===== config.mk =====
export PLATFORM = sky130hd
export DESIGN_NAME = booth_operand_sequencer
export DESIGN_NICKNAME = d
export VERILOG_FILES = /design/src/rtl/booth_operand_sequencer.sv
export SDC_FILE = /design/constraint.sdc
export NUM_CORES = 1
export LEC_CHECK = 0
export CAP_MARGIN = 25
export CORE_MARGIN = 2
export CORE_UTILIZATION = 45
export CTS_CLUSTER_DIAMETER = 50
export DETAILED_ROUTE_END_ITERATION = 7
export GPL_TIMING_DRIVEN = 0
export PLACE_DENSITY_LB_ADDON = 0.25
export SETUP_SLACK_MARGIN = 0.15
export SYNTH_ARGS = -nofsm -noshare
export SYNTH_HDL_FRONTEND = slang
export SYNTH_SLANG_ARGS = --single-unit

===== constraint.sdc =====
create_clock -name clk -period 2.2 [get_ports clk]
set_clock_uncertainty 0.05 [all_clocks]
set_input_delay 0.33 -clock clk [delete_from_list [all_inputs] [get_ports clk]]
set_output_delay 0.33 -clock clk [all_outputs]
set_load 0.02 [all_outputs]

===== src/rtl/booth_operand_sequencer.sv =====
// Operand FIFO and issue FSM feeding a sequential Booth multiplier, with a
// valid/ready result register and a watchdog that abandons lost operations.
module booth_operand_sequencer #(
  parameter int WIDTH   = 8,
  parameter int DEPTH   = 4,   // power of 2, >= 2
  parameter int TIMEOUT = 32   // must exceed the multiplier latency
) (
  input  logic               clk,
  input  logic               reset,
  input  logic               in_valid,
  output logic               in_ready,
  input  logic [WIDTH-1:0]   in_a,
  input  logic [WIDTH-1:0]   in_b,
  output logic               mul_start,
  output logic [WIDTH-1:0]   mul_a,
  output logic [WIDTH-1:0]   mul_b,
  input  logic               mul_done,
  input  logic [2*WIDTH-1:0] mul_result,
  output logic               out_valid,
  input  logic               out_ready,
  output logic [2*WIDTH-1:0] out_result,
  output logic               timeout_err,
  output logic               busy
);

  localparam int PTR_W = (DEPTH > 1) ? $clog2(DEPTH) : 1;
  localparam int CNT_W = $clog2(DEPTH + 1);
  localparam int WD_W  = (TIMEOUT > 1) ? $clog2(TIMEOUT) : 1;

  localparam logic [CNT_W-1:0] FULL_COUNT = CNT_W'(DEPTH);
  localparam logic [WD_W-1:0]  WD_LAST    = WD_W'(TIMEOUT - 1);

  typedef enum logic [1:0] {
    ST_IDLE,
    ST_ISSUE,
    ST_WAIT
  } state_t;

  state_t state, state_next;

  logic [2*WIDTH-1:0] mem [DEPTH];
  logic [PTR_W-1:0]   wr_ptr, rd_ptr;
  logic [CNT_W-1:0]   count;
  logic [WD_W-1:0]    watchdog;

  logic push;
  logic pop;
  logic capture;
  logic fifo_nonempty;

  // ---------------------------------------------------------------------------
  // Operand FIFO
  // ---------------------------------------------------------------------------
  // Readiness looks only at the occupancy, so a full FIFO refuses a push even
  // in a cycle where the FSM pops.
  assign in_ready      = (count < FULL_COUNT);
  assign fifo_nonempty = (count != '0);
  assign push          = in_valid && in_ready;

  // NOTE: the storage array carries no reset; only pointers and count define
  // which entries are live, so flushing them is enough and the RAM stays lean.
  always_ff @(posedge clk) begin
    if (push) begin
      mem[wr_ptr] <= {in_a, in_b};
    end
  end

  // NOTE: every clocked process uses non-blocking assignments so all state
  // updates see the pre-edge values, matching the hardware registers.
  always_ff @(posedge clk or negedge reset) begin
    if (!reset) begin
      wr_ptr <= '0;
      rd_ptr <= '0;
      count  <= '0;
    end else begin
      if (push) begin
        wr_ptr <= wr_ptr + 1'b1;
      end
      if (pop) begin
        rd_ptr <= rd_ptr + 1'b1;
      end
      unique case ({push, pop})
        2'b10:   count <= count + 1'b1;
        2'b01:   count <= count - 1'b1;
        default: count <= count;
      endcase
    end
  end

  // ---------------------------------------------------------------------------
  // Issue FSM
  // ---------------------------------------------------------------------------
  always_ff @(posedge clk or negedge reset) begin
    if (!reset) begin
      state <= ST_IDLE;
    end else begin
      state <= state_next;
    end
  end

  // NOTE: every signal written here gets a default first, so no path through
  // the case statement can leave one unassigned and infer a latch.
  always_comb begin
    state_next  = state;
    pop         = 1'b0;
    mul_start   = 1'b0;
    capture     = 1'b0;
    timeout_err = 1'b0;

    unique case (state)
      ST_IDLE: begin
        // A held, unconsumed result blocks the next issue.
        if (fifo_nonempty && (!out_valid || out_ready)) begin
          pop        = 1'b1;
          state_next = ST_ISSUE;
        end
      end

      ST_ISSUE: begin
        mul_start  = 1'b1;
        state_next = ST_WAIT;
      end

      ST_WAIT: begin
        // A done arriving on the last allowed cycle still wins over the abort.
        if (mul_done) begin
          capture    = 1'b1;
          state_next = ST_IDLE;
        end else if (watchdog == WD_LAST) begin
          timeout_err = 1'b1;
          state_next  = ST_IDLE;
        end
      end

      default: state_next = ST_IDLE;
    endcase
  end

  always_ff @(posedge clk or negedge reset) begin
    if (!reset) begin
      watchdog <= '0;
    end else if (pop) begin
      watchdog <= '0;
    end else if (state == ST_WAIT && state_next == ST_WAIT) begin
      watchdog <= watchdog + 1'b1;
    end
  end

  // Operands stay on the multiplier inputs until the next pop replaces them.
  always_ff @(posedge clk or negedge reset) begin
    if (!reset) begin
      mul_a <= '0;
      mul_b <= '0;
    end else if (pop) begin
      {mul_a, mul_b} <= mem[rd_ptr];
    end
  end

  // ---------------------------------------------------------------------------
  // Result register
  // ---------------------------------------------------------------------------
  always_ff @(posedge clk or negedge reset) begin
    if (!reset) begin
      out_valid  <= 1'b0;
      out_result <= '0;
    end else if (capture) begin
      out_valid  <= 1'b1;
      out_result <= mul_result;
    end else if (out_valid && out_ready) begin
      out_valid  <= 1'b0;
    end
  end

  assign busy = (state != ST_IDLE) || fifo_nonempty;

endmodule


==> impl_metrics.ini <==
[critical_path]
cp_top_family = simple AND/OR/NAND/NOR gates
path_max_fanout = 4
crit_path_end_kind = register
crit_path_max_incr_delay_ps = 470
path_class = register to register
cp-start-kind = register
cp_data_required_time_ps = 2450
crit_chain = ha_2 -> and3_4 -> ha_4 -> or4b_4 -> buf_6 -> or3_4 -> a21oi_2
worstPathArrival_ps = 2350
cp_num_buf_inv = 1
rrSetupSlack_ps = 90
slowest_stage = or4b_4

[timing]
rsz0062_at_grt = yes
layout_min_cycle_time_ps = 2110
tightest_slew_ps = 724
period_share_pct = 95.8
final_max_slew_viol_count = 0
max_freq_mhz = 474
hold_viol = 0
slew_headroom_pct = 51.7
setup_viol = 0
fin_ws_ps = 91.6

[cells_and_area]
final_util_pct = 60.5
fin_nets = 370
antenna_cells = 0
area_growth_pct = 30.2
drive_above_1_share_pct = 30.9

[power_and_ir_drop]
p_int_w = 0.00522
p_comb_share_pct = 42.2
power_density_nw_per_um2 = 1370
swShare_pct = 31.6
ir_drop_uv = 608
power_leakage_nw = 2.09
p_sw_w = 0.00241
pwr-share-clk_pct = 17.6
p_seq_share_pct = 40.2

[drt]
ant_nets = 0
vias = 2236
first_pass_iters = 4
detail_route.wl_per_cell_microns = 16.8
dr.first_iter.drc_count = 63
wirelength_microns = 7730
routed_via_density = 4.87
drc = 0

[floorplan]
initial_core_util_pct = 46.4
die-width_microns = 102
ios = 74
dieArea_sq_um = 10300
row_count = 35
core-area_sq_um = 9240
die_y_microns = 102

[place]
post-place-ws_ps = -296
place_hpwl_microns = 4880
port_buffers = 73
gp_congestion = 0.715

[logic_synthesis]
synth_top_area_share_pct = 44.8
ys_top_cells_by_count = edfxtp_1, dfrtp_1, mux2_2
synth_most_common_cell = edfxtp_1
ys_top_cells_by_area = edfxtp_1, dfrtp_1, mux2_2, mux4_2, ha_1
async_flop_share_pct = 42.3
ys_ff_latch = 111
netlist_area_sq_um = 4290
avgSynthCellArea_sq_um = 18.6
synth_edf_count = 64
ys_warn_count = 0
synthCells = 231
yosysUniqueCellTypes = 28
syn_nets = 276
yosys.area.top_type = edfxtp_1
ys.flop_type = edfxtp_1
ys_seq_area_share_pct = 72.2

[cts]
clockBufferDepth = 2
clk_latency_ps = 370
clkTransAtPathRegs_ps = 100
htree_levels = 3
cts_tree = built
cts.sinks = 111
cts_root_buffer = clkbuf_8
cts_buffers = 9

[global_routing]
grt.total_usage_pct = 16.0
overflow = 0
grt_pass1_wl_microns = 12200
grt_max_degree = 27
antenna_found_initial = 0
first_global_vias = 2342

[run]
maxCapViolCount = 0

[outcome]
outcome = complete, no violations

[hold_path]
holdCritPathClass = register to register
-- worst paths after layout --
path / from / to / depth (start not counted)
worst max-delay path: watchdog[1] / watchdog[3] / 7
worst min-delay path: mul_b[2] / mul_b[2] / 1
worst max register to register: watchdog[1] / watchdog[3] / 7
worst min register to register: mul_b[2] / mul_b[2] / 1
max in group asynchronous: reset / state[0] / 3
min in group asynchronous: reset / mul_a[0] / 2
-- power groups by stage --
stage	Combinational, W	Sequential [W]	Clock (W)
final	0.00322	0.00307	0.00134
after global routing	0.00349	0.00314	0.00145
after CTS	0.00325	0.00306	0.00137
after detailed placement	0.00309	0.00311	0
after global placement	0.00303	0.00309	0
after floorplan	0.00159	0.00345	0
-- cells by family (layout without fill, tap and decap cells) --
kind of cell	Yosys count	count (layout)	share of synthesized area, %
AOI/OAI and AO/OA	8	8	0.933
xor gates and xnor gates	7	7	1.43
adders and majority gates	8	8	2.51
buffers and inverters	19	118	2.10
DFF	111	111	72.2
muxes	49	49	17.0
and+or+nand+nor	29	29	3.82
-- sequential cells by signal, indices dropped and copies added (netlist names) --
register and count:
mem 64, out_result 16, mul_a 8, mul_b 8, watchdog 5, count 3, rd_ptr 2, state 2
wr_ptr 2, out_valid 1
-- cells in the final DEF (no fill, tap or decap), types with 4 or more instances in the layout --
master,count
and2_2,4
inv_1,8
xnor2_1,5
clkdlybuf4s50_1,69
mux4_2,16
buf_2,5
mux2_2,32
nand2_1,6
edfxtp_1,64
dfrtp_1,45
ha_1,4
clkbuf_8,9
buf_4,9
-- per-stage QoR --
step	setup TNS (ps)	hold slack [ps]	cell area, sq um	std cells	total power, W
floorplan	0	-15.6	4340	231	0.00504
global placement	-51860	433	5230	433	0.00612
detailed placement	-15910	382	5260	434	0.00620
CTS	0	466	5560	458	0.00768
global route	0	478	5590	459	0.00808
finish	0	461	5590	459	0.00763
-- final cells by class --
class	count	area, sq um
Timing Repair Buffer	83	816
Fill cell	718	3650
Sequential cell	111	3100
Clock inverter	6	91.3
Multi-Input combinational cell	101	1180
Buffer	10	78.8
Inverter	9	33.8
Clock buffer	10	128
Tap cell	129	161
-- timing repair --
item / CTS / global route
pin swaps: 3 / 5
setup endpoints to repair: 60 / 8
resized for setup: 16 / 10
cloned: 0 / 0
hold buffers: 1 / 0
hold endpoints to repair: 25 / 0
setup buffers: 7 / 1
-- metal layers --
| metal | wire length (microns) | track usage [%] | vias to the layer above | share of wire [%] |
|---|---|---|---|---|
| met5 | 0 | 0 | - | 0 |
| met4 | 134 | 6.24 | 0 | 1.7 |
| met3 | 192 | 3.17 | 11 | 2.5 |
| met2 | 3980 | 25.1 | 35 | 52 |
| met1 | 3410 | 22.1 | 1139 | 44 |
| li1 | - | - | 1051 | - |
No activity file was read; power rests on OpenSTA's default activity.
